--- config.mk ---
export PLATFORM = sky130hd
export DESIGN_NAME = ram_port_arbiter
export DESIGN_NICKNAME = d
export VERILOG_FILES = /design/src/rtl/ram_port_arbiter.sv
export SDC_FILE = /design/constraint.sdc
export NUM_CORES = 1
export LEC_CHECK = 0
export ABC_CLOCK_PERIOD_IN_PS = 3300
export CAP_MARGIN = 20
export CORE_MARGIN = 2
export CORE_UTILIZATION = 47
export CTS_BUF_LIST = sky130_fd_sc_hd__clkbuf_4 sky130_fd_sc_hd__clkbuf_8
export CTS_CLUSTER_DIAMETER = 40
export CTS_CLUSTER_SIZE = 40
export DETAILED_ROUTE_END_ITERATION = 12
export PLACE_DENSITY_LB_ADDON = 0.25
export RECOVER_POWER = 100
export SKIP_LAST_GASP = 1
export SLEW_MARGIN = 40
export SYNTH_ARGS = -nofsm -noshare
export SYNTH_HDL_FRONTEND = slang
export SYNTH_SLANG_ARGS = --single-unit
--- constraint.sdc ---
create_clock -name clk -period 3.3 [get_ports clk]
set_clock_uncertainty 0.05 [all_clocks]
set_input_delay 0.495 -clock clk [delete_from_list [all_inputs] [get_ports clk]]
set_output_delay 0.495 -clock clk [all_outputs]
set_load 0.02 [all_outputs]
--- src/rtl/ram_port_arbiter.sv ---
`timescale 1ns/1ps
`default_nettype none
// ============================================================================
//  Module      : ram_port_arbiter
//  Description : Two-port (A = core data side, B = host/loader) arbiter and
//                sequencer in front of a single RAM with an asynchronous
//                control protocol: registered read address feeding a
//                transparent output latch, and a write strobe whose rising
//                edge commits the data. Transactions are fully serialised.
//  Revision    : 1.0 - initial release
// ============================================================================
module ram_port_arbiter #(
    parameter int DATA_WIDTH  = 8,
    parameter int ADDR_WIDTH  = 8,
    parameter int ROUND_ROBIN = 1
) (
    input  logic                  clk,
    input  logic                  reset,

    // Port A (core data side)
    input  logic                  a_valid,
    input  logic                  a_write,
    input  logic [ADDR_WIDTH-1:0] a_addr,
    input  logic [DATA_WIDTH-1:0] a_wdata,
    output logic                  a_ready,
    output logic                  a_resp,
    output logic [DATA_WIDTH-1:0] a_rdata,

    // Port B (host / loader)
    input  logic                  b_valid,
    input  logic                  b_write,
    input  logic [ADDR_WIDTH-1:0] b_addr,
    input  logic [DATA_WIDTH-1:0] b_wdata,
    output logic                  b_ready,
    output logic                  b_resp,
    output logic [DATA_WIDTH-1:0] b_rdata,

    // RAM side
    output logic                  ram_write,
    output logic [ADDR_WIDTH-1:0] ram_write_address,
    output logic [ADDR_WIDTH-1:0] ram_read_address,
    output logic [DATA_WIDTH-1:0] ram_data_in,
    input  logic [DATA_WIDTH-1:0] ram_data_out,

    // Status
    output logic                  busy,
    output logic                  last_grant
);

    // ------------------------------------------------------------------------
    // State encoding
    // ------------------------------------------------------------------------
    localparam logic [2:0] S_IDLE      = 3'd0;
    localparam logic [2:0] S_READ      = 3'd1;
    localparam logic [2:0] S_WR_SETUP  = 3'd2;
    localparam logic [2:0] S_WR_STROBE = 3'd3;
    localparam logic [2:0] S_WR_HOLD   = 3'd4;

    localparam bit c_RR_EN = (ROUND_ROBIN != 0);

    // ------------------------------------------------------------------------
    // Declarations
    // ------------------------------------------------------------------------
    logic [2:0]            r_state;
    logic [2:0]            w_next_state;

    logic                  w_pick_a;
    logic                  w_pick_b;
    logic                  w_accept;
    logic                  w_sel_write;
    logic [ADDR_WIDTH-1:0] w_sel_addr;
    logic [DATA_WIDTH-1:0] w_sel_wdata;
    logic                  w_done;

    logic                  w_busy;
    logic                  w_a_ready;
    logic                  w_b_ready;

    logic                  r_last_grant;
    logic                  r_a_resp;
    logic                  r_b_resp;
    logic [DATA_WIDTH-1:0] r_a_rdata;
    logic [DATA_WIDTH-1:0] r_b_rdata;
    logic                  r_ram_write;
    logic [ADDR_WIDTH-1:0] r_ram_write_address;
    logic [ADDR_WIDTH-1:0] r_ram_read_address;
    logic [DATA_WIDTH-1:0] r_ram_data_in;

    // ------------------------------------------------------------------------
    // Arbitration: single requester wins outright; on contention round-robin
    // hands the grant to the port that did not win last, fixed priority to A.
    // ------------------------------------------------------------------------
    always_comb begin
        w_pick_b    = b_valid && (!a_valid || (c_RR_EN && !r_last_grant));
        w_pick_a    = a_valid && !w_pick_b;
        w_accept    = (r_state == S_IDLE) && (w_pick_a || w_pick_b);
        w_sel_write = w_pick_b ? b_write : a_write;
        w_sel_addr  = w_pick_b ? b_addr  : a_addr;
        w_sel_wdata = w_pick_b ? b_wdata : a_wdata;
        // A transaction completes on leaving READ or WR_HOLD
        w_done      = (r_state == S_READ) || (r_state == S_WR_HOLD);
    end

    // ------------------------------------------------------------------------
    // FSM state register
    // ------------------------------------------------------------------------
    always_ff @(posedge clk) begin
        if (reset) begin
            r_state <= S_IDLE;
        end else begin
            r_state <= w_next_state;
        end
    end

    // ------------------------------------------------------------------------
    // FSM next-state logic: reads take one busy cycle, writes take three
    // (setup / strobe / hold) so address and data bracket the strobe edge.
    // ------------------------------------------------------------------------
    always_comb begin
        w_next_state = r_state;
        case (r_state)
            S_IDLE: begin
                if (w_accept) begin
                    w_next_state = w_sel_write ? S_WR_SETUP : S_READ;
                end
            end
            S_READ:      w_next_state = S_IDLE;
            S_WR_SETUP:  w_next_state = S_WR_STROBE;
            S_WR_STROBE: w_next_state = S_WR_HOLD;
            S_WR_HOLD:   w_next_state = S_IDLE;
            default:     w_next_state = S_IDLE;
        endcase
    end

    // ------------------------------------------------------------------------
    // FSM output logic: ready is a same-cycle accept pulse in IDLE only
    // ------------------------------------------------------------------------
    always_comb begin
        w_busy    = (r_state != S_IDLE);
        w_a_ready = (r_state == S_IDLE) && w_pick_a;
        w_b_ready = (r_state == S_IDLE) && w_pick_b;
    end

    // ------------------------------------------------------------------------
    // Grant history: updated on every accept, reset so A wins first contention
    // ------------------------------------------------------------------------
    always_ff @(posedge clk) begin
        if (reset) begin
            r_last_grant <= 1'b1;
        end else if (w_accept) begin
            r_last_grant <= w_pick_b;
        end
    end

    // ------------------------------------------------------------------------
    // RAM address/data capture: loaded on the accept edge so they are already
    // stable throughout READ, or throughout WR_SETUP..WR_HOLD for writes, and
    // held at all other times.
    // ------------------------------------------------------------------------
    always_ff @(posedge clk) begin
        if (reset) begin
            r_ram_write_address <= '0;
            r_ram_data_in       <= '0;
            r_ram_read_address  <= '0;
        end else if (w_accept) begin
            if (w_sel_write) begin
                r_ram_write_address <= w_sel_addr;
                r_ram_data_in       <= w_sel_wdata;
            end else begin
                r_ram_read_address  <= w_sel_addr;
            end
        end
    end

    // ------------------------------------------------------------------------
    // Write strobe: registered from the next state so it is glitch-free and
    // high exactly for the WR_STROBE cycle; reset drops it on the reset edge.
    // ------------------------------------------------------------------------
    always_ff @(posedge clk) begin
        if (reset) begin
            r_ram_write <= 1'b0;
        end else begin
            r_ram_write <= (w_next_state == S_WR_STROBE);
        end
    end

    // ------------------------------------------------------------------------
    // Completion pulses: one cycle in the IDLE cycle following READ/WR_HOLD
    // ------------------------------------------------------------------------
    always_ff @(posedge clk) begin
        if (reset) begin
            r_a_resp <= 1'b0;
            r_b_resp <= 1'b0;
        end else begin
            r_a_resp <= w_done && !r_last_grant;
            r_b_resp <= w_done &&  r_last_grant;
        end
    end

    // ------------------------------------------------------------------------
    // Read data return: sample the RAM latch at the end of READ into the
    // grantee's holding register; writes leave both registers untouched.
    // ------------------------------------------------------------------------
    always_ff @(posedge clk) begin
        if (reset) begin
            r_a_rdata <= '0;
            r_b_rdata <= '0;
        end else if (r_state == S_READ) begin
            if (r_last_grant) begin
                r_b_rdata <= ram_data_out;
            end else begin
                r_a_rdata <= ram_data_out;
            end
        end
    end

    // ------------------------------------------------------------------------
    // Output assignments
    // ------------------------------------------------------------------------
    assign a_ready           = w_a_ready;
    assign b_ready           = w_b_ready;
    assign a_resp            = r_a_resp;
    assign b_resp            = r_b_resp;
    assign a_rdata           = r_a_rdata;
    assign b_rdata           = r_b_rdata;
    assign ram_write         = r_ram_write;
    assign ram_write_address = r_ram_write_address;
    assign ram_read_address  = r_ram_read_address;
    assign ram_data_in       = r_ram_data_in;
    assign busy              = w_busy;
    assign last_grant        = r_last_grant;

endmodule
`default_nettype wire

; ---- After elaboration in Yosys (flattened, before gate mapping)
; Cells that the tools add are included.
[classes]
div_mod_pow = 0
reduce_logical = 19
shifts = 0
order_cmp = 0
n_eq_ne = 5
multipliers = 0
bitwise = 2
muxes = 6
n_addsub = 0
[op_table]
columns = op, count
row1 = $mux W8, 2
row2 = $eq A3 B2 Y1 const B, 3
row3 = $pmux W3 S3, 1
row4 = $reduce_and A2 Y1, 4
row5 = $logic_and A1 B1 Y1, 7
row6 = $eq A3 B1 Y1 const B, 1
row7 = $eq A3 B3 Y1 const B, 1
row8 = $logic_not A1 Y1, 3
row9 = $logic_not A3 Y1, 1
row10 = $logic_or A1 B1 Y1, 3
row11 = $mux W3, 1
row12 = $reduce_bool A3 Y1, 1
row13 = $mux W2, 1
row14 = $not A1 Y1, 2
row15 = $mux W1, 1
[totals]
out_inout_bits = 47
in_bits = 46
mem_bits_ro = 0
ff_bits = 47
latchBits = 0
ramBits = 0
memories = 0

; ---- Logic depth before layout (Yosys ltp)
[logic_depth]
word_depth = 10
ltp_mapped = 8
ltp_nobuf = 4

; ---- Worst setup path after synthesis
; OpenSTA, ideal clock, no wires.
[synth_path]
path_kind = flip-flop to output port
start = reg r_state[0]
end = out b_ready
setup_slack_ps = 1352
arrival_ps = 1403
path_stages_with_launch = 6
path_cell_list = dfxtp_1 buf_2 nor3_4 clkbuf_1 inv_2 nor2_1
[synth_via]
elab_chain_cells = 2
[synth_rtl]
columns = item, line_no
row1 = "start, declared", 64  ; logic [2:0] r_state;
row2 = "start signal, assigned", 111  ; r_state <= w_next_state;
row3 = $logic_not A3 Y1, 141  ; w_b_ready = (r_state == S_IDLE) && w_pick_b;
row4 = $logic_and A1 B1 Y1, 141
row5 = "end, declared", 34  ; output logic b_ready,
; Every way passes these cells.

; ---- Final worst setup path
[layout_path]
start = reg r_state[0]
end = out a_ready
[layout_via]
elab_chain_cells = 2
[layout_rtl]
columns = item, line_no
row1 = $logic_not A3 Y1, 140  ; w_a_ready = (r_state == S_IDLE) && w_pick_a;
row2 = $logic_and A1 B1 Y1, 140
row3 = "end, declared", 25  ; output logic a_ready,
; Every way passes these cells.

==> out/qor.yml <==
route:
  drtAntennaViolNets: 0
  dr_total_vias: 2141
  viasPerCell: 5.45
  drt_wl_total_mm: 5.70
  detail_route.iter0.violations: 110
  firstDrtPassIters: 5
  drc_errors: 0
  wire_per_inst_um: 14.5
finish:
  fillers: 412
  final_cell_mix: "47 x dfxtp_1, 46 x clkdlybuf4s50_1, 45 x dlygate4sd3_1"
  drive_gt1_frac: 0.0708
  regArea_um2: 941
  syn2layout_area_growth_pct: 45.0
  diodes: 0
  postLayoutCoreUtil: 0.695
  nNetsFinal: 384
  multiInputGateArea_um2: 1050
  mostFrequentLayoutCell: "dfxtp_1"
global_route:
  grt_max_degree: 35
  grt_antenna_before_repair: 0
  grt_first_pass_wirelength_mm: 9.34
  grt_pass1_vias: 1964
  grtUsageTotal: 0.224
  overflow: 0
clock_network:
  ctsResizeCount: 0
  post_cts_buffers: 0
  numCtsBuffers: 5
  tritoncts: "built"
  clk_latency_ps: 290
  clkTransAtPathRegs_ps: 80
  htreeDepth: 2
  cts-hold-fix-buffers: 0
  clock_path_buffers: 2
  clock-sinks: 47
  root_buffer: "clkbuf_8"
sta:
  min_period_over_period: 0.856
  setup_viol: 0
  fin_setup_tns_ps: 0
  slew_headroom: -0.0452
  rsz0062_at_grt: "false"
  slew_viol_final: 35
  min_period_ps: 2820
  fmax_mhz: 354
  tightest_slew_ps: 1570
  hold_viol_final: 0
run_status:
  violations: "max-capacitance violations, max-slew violations"
  outcome: "finished with violations"
yosys:
  yosysWarnings: 0
  ys_async_sr_fraction: 0
  synth_cell_types: 32
  syn_avg_cell_area_um2: 8.87
  syn_area_um2: 2230
  ys_seq_area_frac: 0.421
  synth_nets: 298
  synth_cells: 252
  ys.flop_type: "dfxtp_1"
  synth_seq_cells: 47
  synth_edf_count: 0
pwr:
  p_leak_uw: 0.00127
  seqPwrFrac: 0.401
  cellPowerDensity_nw_per_um2: 517
  switching_power_uw: 507
  pwr-share-clk: 0.297
  peakVddDrop_mv: 0.289
  intPower_uw: 1170
  swShare: 0.303
  comb_power_share: 0.302
worst_setup_path:
  cp.buffers_inverters: 1
  critPathLaunchType: "register"
  path_delay_family: "simple AND/OR/NAND/NOR gates"
  critPathKind: "reg -> out"
  slowest_stage: "nor3_1"
  endpoint_kind: "output pin"
  path_max_fanout: 8
  r2r_slack_ps: 830
  crit_chain: "nor3_1, nand2_1, nor2_1, clkdlybuf4s50_1"
  crit_arrival_ps: 2280
  critPathMaxStageDelay_ps: 660
  crit_required_ps: 2750
floorplan:
  die_h_um: 73.0
  start_util: 0.479
  core_area_um2: 4660
  num_rows: 25
  die_width_um: 73.0
  io_pins: 93
  dieArea_um2: 5320
placed_design:
  portBuffers: 92
  hpwlAfterDp_mm: 4.14
  globalplace.congestion: 0.758
job:
  maxCapViolCount: 1
worst_hold_path:
  hp-class: "reg -> reg"
==> state kept, by name, indices dropped and copies added, names as in the netlist <==
name / cells
a_rdata: 8
r_state: 3
last_grant: 1
b_resp: 1
ram_data_in: 8
ram_write_address: 8
ram_read_address: 8
b_rdata: 8
a_resp: 1
ram_write: 1
==> stage by stage <==
stage	power (µW)	area (µm²)	std cells	hold WS, ps	setup WS (ps)
3_5_place_dp	1230	3170	385	396	629
6_report	1670	3240	393	404	476
3_3_place_gp	1220	3170	385	392	689
2_1_floorplan	998	2230	252	478	1350
5_1_grt	1750	3240	393	426	332
4_1_cts	1730	3310	393	408	705
==> cell usage after synthesis (2+ instances only) <==
cell | number | area [µm²]
a211oi_1 | 6 | 45.0
a211oi_2 | 10 | 125
a21oi_1 | 41 | 205
a311oi_1 | 8 | 70.1
buf_1 | 2 | 7.51
buf_2 | 3 | 15.0
buf_6 | 3 | 33.8
clkbuf_1 | 12 | 45.0
dfxtp_1 | 47 | 941
inv_1 | 19 | 71.3
mux2i_1 | 8 | 80.1
nand2_1 | 35 | 131
nand3_1 | 2 | 10.0
nand3b_1 | 32 | 240
nor2_1 | 5 | 18.8
nor3_2 | 2 | 20.0
nor4_1 | 2 | 12.5
==> cell type report <==
| cell class | instances | share of cell area |
|---|---|---|
| Inverter | 20 | 0.0232 |
| Clock buffer | 6 | 0.0236 |
| Sequential cell | 47 | 0.290 |
| Tap cell | 54 | 0.0209 |
| Multi-Input combinational cell | 164 | 0.325 |
| Timing Repair Buffer | 100 | 0.299 |
| Clock inverter | 2 | 0.0185 |
==> worst paths after layout <==
path	start	cells past startpoint	end
setup / recovery	r_state[0]	4	a_ready
hold / removal	b_rdata[1]	2	b_rdata[1]
setup reg to reg	last_grant	5	r_state[1]
hold reg to reg	b_rdata[1]	2	b_rdata[1]
==> power by group through the flow <==
stage | sequential (µW) | clock [µW] | combinational (µW)
finish | 671 | 497 | 506
global placement | 686 | 0 | 537
CTS | 676 | 505 | 547
global route | 680 | 521 | 548
detailed placement | 687 | 0 | 544
floorplan | 745 | 0 | 254
==> tightest hold or removal path: stages (launching register included) <==
cell and delay [ps]:
dfxtp_1 310, nand2_1 50, a21oi_1 50
==> cells by family (layout without fill, tap and decap cells) <==
group | Yosys count | count (layout) | share of synthesized area
and+or+nand+nor | 83 | 83 | 0.212
muxes | 8 | 8 | 0.0358
AOI/OAI and AO/OA | 72 | 72 | 0.245
xor gates and xnor gates | 1 | 1 | 0.00392
DFF | 47 | 47 | 0.421
buffers and inverters | 41 | 128 | 0.0823
==> routing by layer <==
metal	up-vias	routed length (µm)	GRT usage
li1	1062	-	-
met1	994	2520	0.279
met2	80	2770	0.385
met3	5	368	0.0622
met4	0	40	0.0494
met5	-	0	0
Power figures use the tool's default switching activity.
==> edit: new RTL, config.mk and constraints unchanged <==
Change the parameter `ADDR_WIDTH` from 8 to 10.
--- a/src/rtl/ram_port_arbiter.sv
+++ b/src/rtl/ram_port_arbiter.sv
@@ -11,7 +11,7 @@
 // ============================================================================
 module ram_port_arbiter #(
     parameter int DATA_WIDTH  = 8,
-    parameter int ADDR_WIDTH  = 8,
+    parameter int ADDR_WIDTH  = 10,
     parameter int ROUND_ROBIN = 1
 ) (
     input  logic                  clk,
Ports: changed (resized a_addr, b_addr, ram_read_address and ram_write_address); port bits go from 93 to 101. No check against the original RTL was run, so the function may have changed too.
==> edit against the unedited design <==
The run still ends with capacitance limit, slew limit left. Final cell count grew 13%. Cell area grew 6.5%. Sequential power grew 8.5%. Total power shrank 1.8%. Area after synthesis grew 5.7%. Global-route usage grew 1.7 points. Sequential cell count grew 4. Wire length grew 12%. Worst setup slack lost 0.074 ns. Via count grew 9.2%. Critical path type is now in2out. Critical endpoint is now b_ready. Largest power group unchanged. Highest routed layer unchanged.
==> edit: results (changes against the unedited design) <==
largest net degree at the start of global routing 49 (was 35); layout cells sized above 1 6.12% (was 7.08%); vias in the first global route 2,313 (was 1,964); Comb power 0.544 mW (was 0.506 mW); M1 GR Usage 29.5% (was 27.9%); Sequential Power Share 44.4% (was 40.1%); MaxCap Viol Count 1 (unchanged); syn_nets 335 (was 298); register area share after synthesis 43.2% (was 42.1%); CP arrival 2.35 ns (was 2.28 ns); violations in the final reports capacitance limit, slew limit (unchanged); Max Fanout on Critical Path 18 (was 8); M2 GR Usage 42.2% (was 38.5%); Hold Path End ram_data_in[4]$_SDFFE_PP0P_ (was b_rdata[1]$_SDFFE_PP0P_); met3 WL 384 um (was 368 um); Multi-In Gates 188 (was 164); WL/cell 14.4 um (was 14.5 um); total leakage power 1.32 nW (was 1.27 nW); Reg-to-Reg End ram_read_address[9]$_SDFFE_PP0P_ (was r_state[1]$_SDFF_PP0_); Hold Path Depth 2 (unchanged); crit path to b_ready (was a_ready); NonClk Buf Share 30.3% (was 29.9%); multi-input combinational area share 32.6% (was 32.5%); global-route wire length before repair 10,500 um (was 9340 um); vias per inst 5.28 (was 5.45); Yosys cell types 26 (was 32); GP Congestion 0.762 (was 0.758); cell family with most CP delay buffers and inverters (was simple AND/OR/NAND/NOR gates); clock network area share 2.69% (was 4.21%); # fillers 391 (was 412); Pre-Repair DR Iteration Count 6 (was 5); sequential cell count 51 (was 47); First DRT Iteration DRCs 117 (was 110); Clock transition at path regs 0.08 ns (about the same); WL met1 2730 um (was 2520 um); Int Power 1.08 mW (was 1.17 mW); DRT Wirelength 6380 um (was 5700 um); Global Route Usage Sum 24.1% (was 22.4%); Non-clk bufs 107 (was 100); top area cells in the synthesized netlist dfxtp_1, nand3b_1, a21oi_1, nand2_1, a211oi_2 (unchanged); Post-synth top cells nand2_1, dfxtp_1, a21oi_1, nand3b_1, inv_1 (was dfxtp_1, a21oi_1, nand2_1, nand3b_1, inv_1); Worst Hold Launch ram_data_in[4]$_SDFFE_PP0P_ (was b_rdata[1]$_SDFFE_PP0P_); Reg area 0.00102 mm^2 (was 941 um^2); reg-to-reg setup timing slack 1.01 ns (was 0.83 ns); port buffer count 100 (was 92); placed insts 435 (was 385); final hold slack 0.404 ns (about the same); slowest CP cell dlygate4sd3_1 (was nor3_1); synthesized area per cell 8.28 um^2 (was 8.87 um^2); Net count, final 425 (was 384); Slew Limit Fails 49 (was 35); Non-CTS inverters 22 (was 20); routing usage on met3 4.55% (was 6.22%); CP peak stage delay 0.63 ns (was 0.66 ns); status complete, but fails checks (unchanged); Worst Setup SP a_valid (was r_state[0]$_SDFF_PP0_); PD cells 476 mW/mm^2 (was 517 mW/mm^2); Clk Latency, worst-skew pair 0.31 ns (was 0.29 ns); WL met2 3160 um (was 2770 um); peak supply drop 351 uV (was 289 uV)
edit: cell count changes after synthesis, moves of 3 or more:
cell      change
a211oi_1      +3
inv_1         +3
a21oi_1       +3
nor3_1        +3
buf_2         +4
nand2_1      +20
mux2i_1       -8
nand3b_1      +4
dfxtp_1       +4
edit: stage by stage:
stage / util (%) / worst slack (ns)
floorplan: - / 1.31
global placement: 70.5 / 0.646
detailed placement: 70.6 / 0.623
CTS: 72.5 / 0.611
global route: 72.1 / 0.279
finish: 72.1 / 0.401
edit: cells by family after synthesis:
group	after synthesis	share of synthesized area, %
AO/OA/AOI/OAI	80	23.5
XOR/XNOR	1	0.371
buffers and inverters	46	8.64
flip-flops	51	43.2
AND/OR/NAND/NOR	107	24.2
edit: worst register-to-register path: stages (launching register included):
cell and delay, ns:
dfxtp_1 0.51, a21bo_1 0.52, o32ai_1 0.19, buf_4 0.22
and2_0 0.39, a311oi_1 0.31
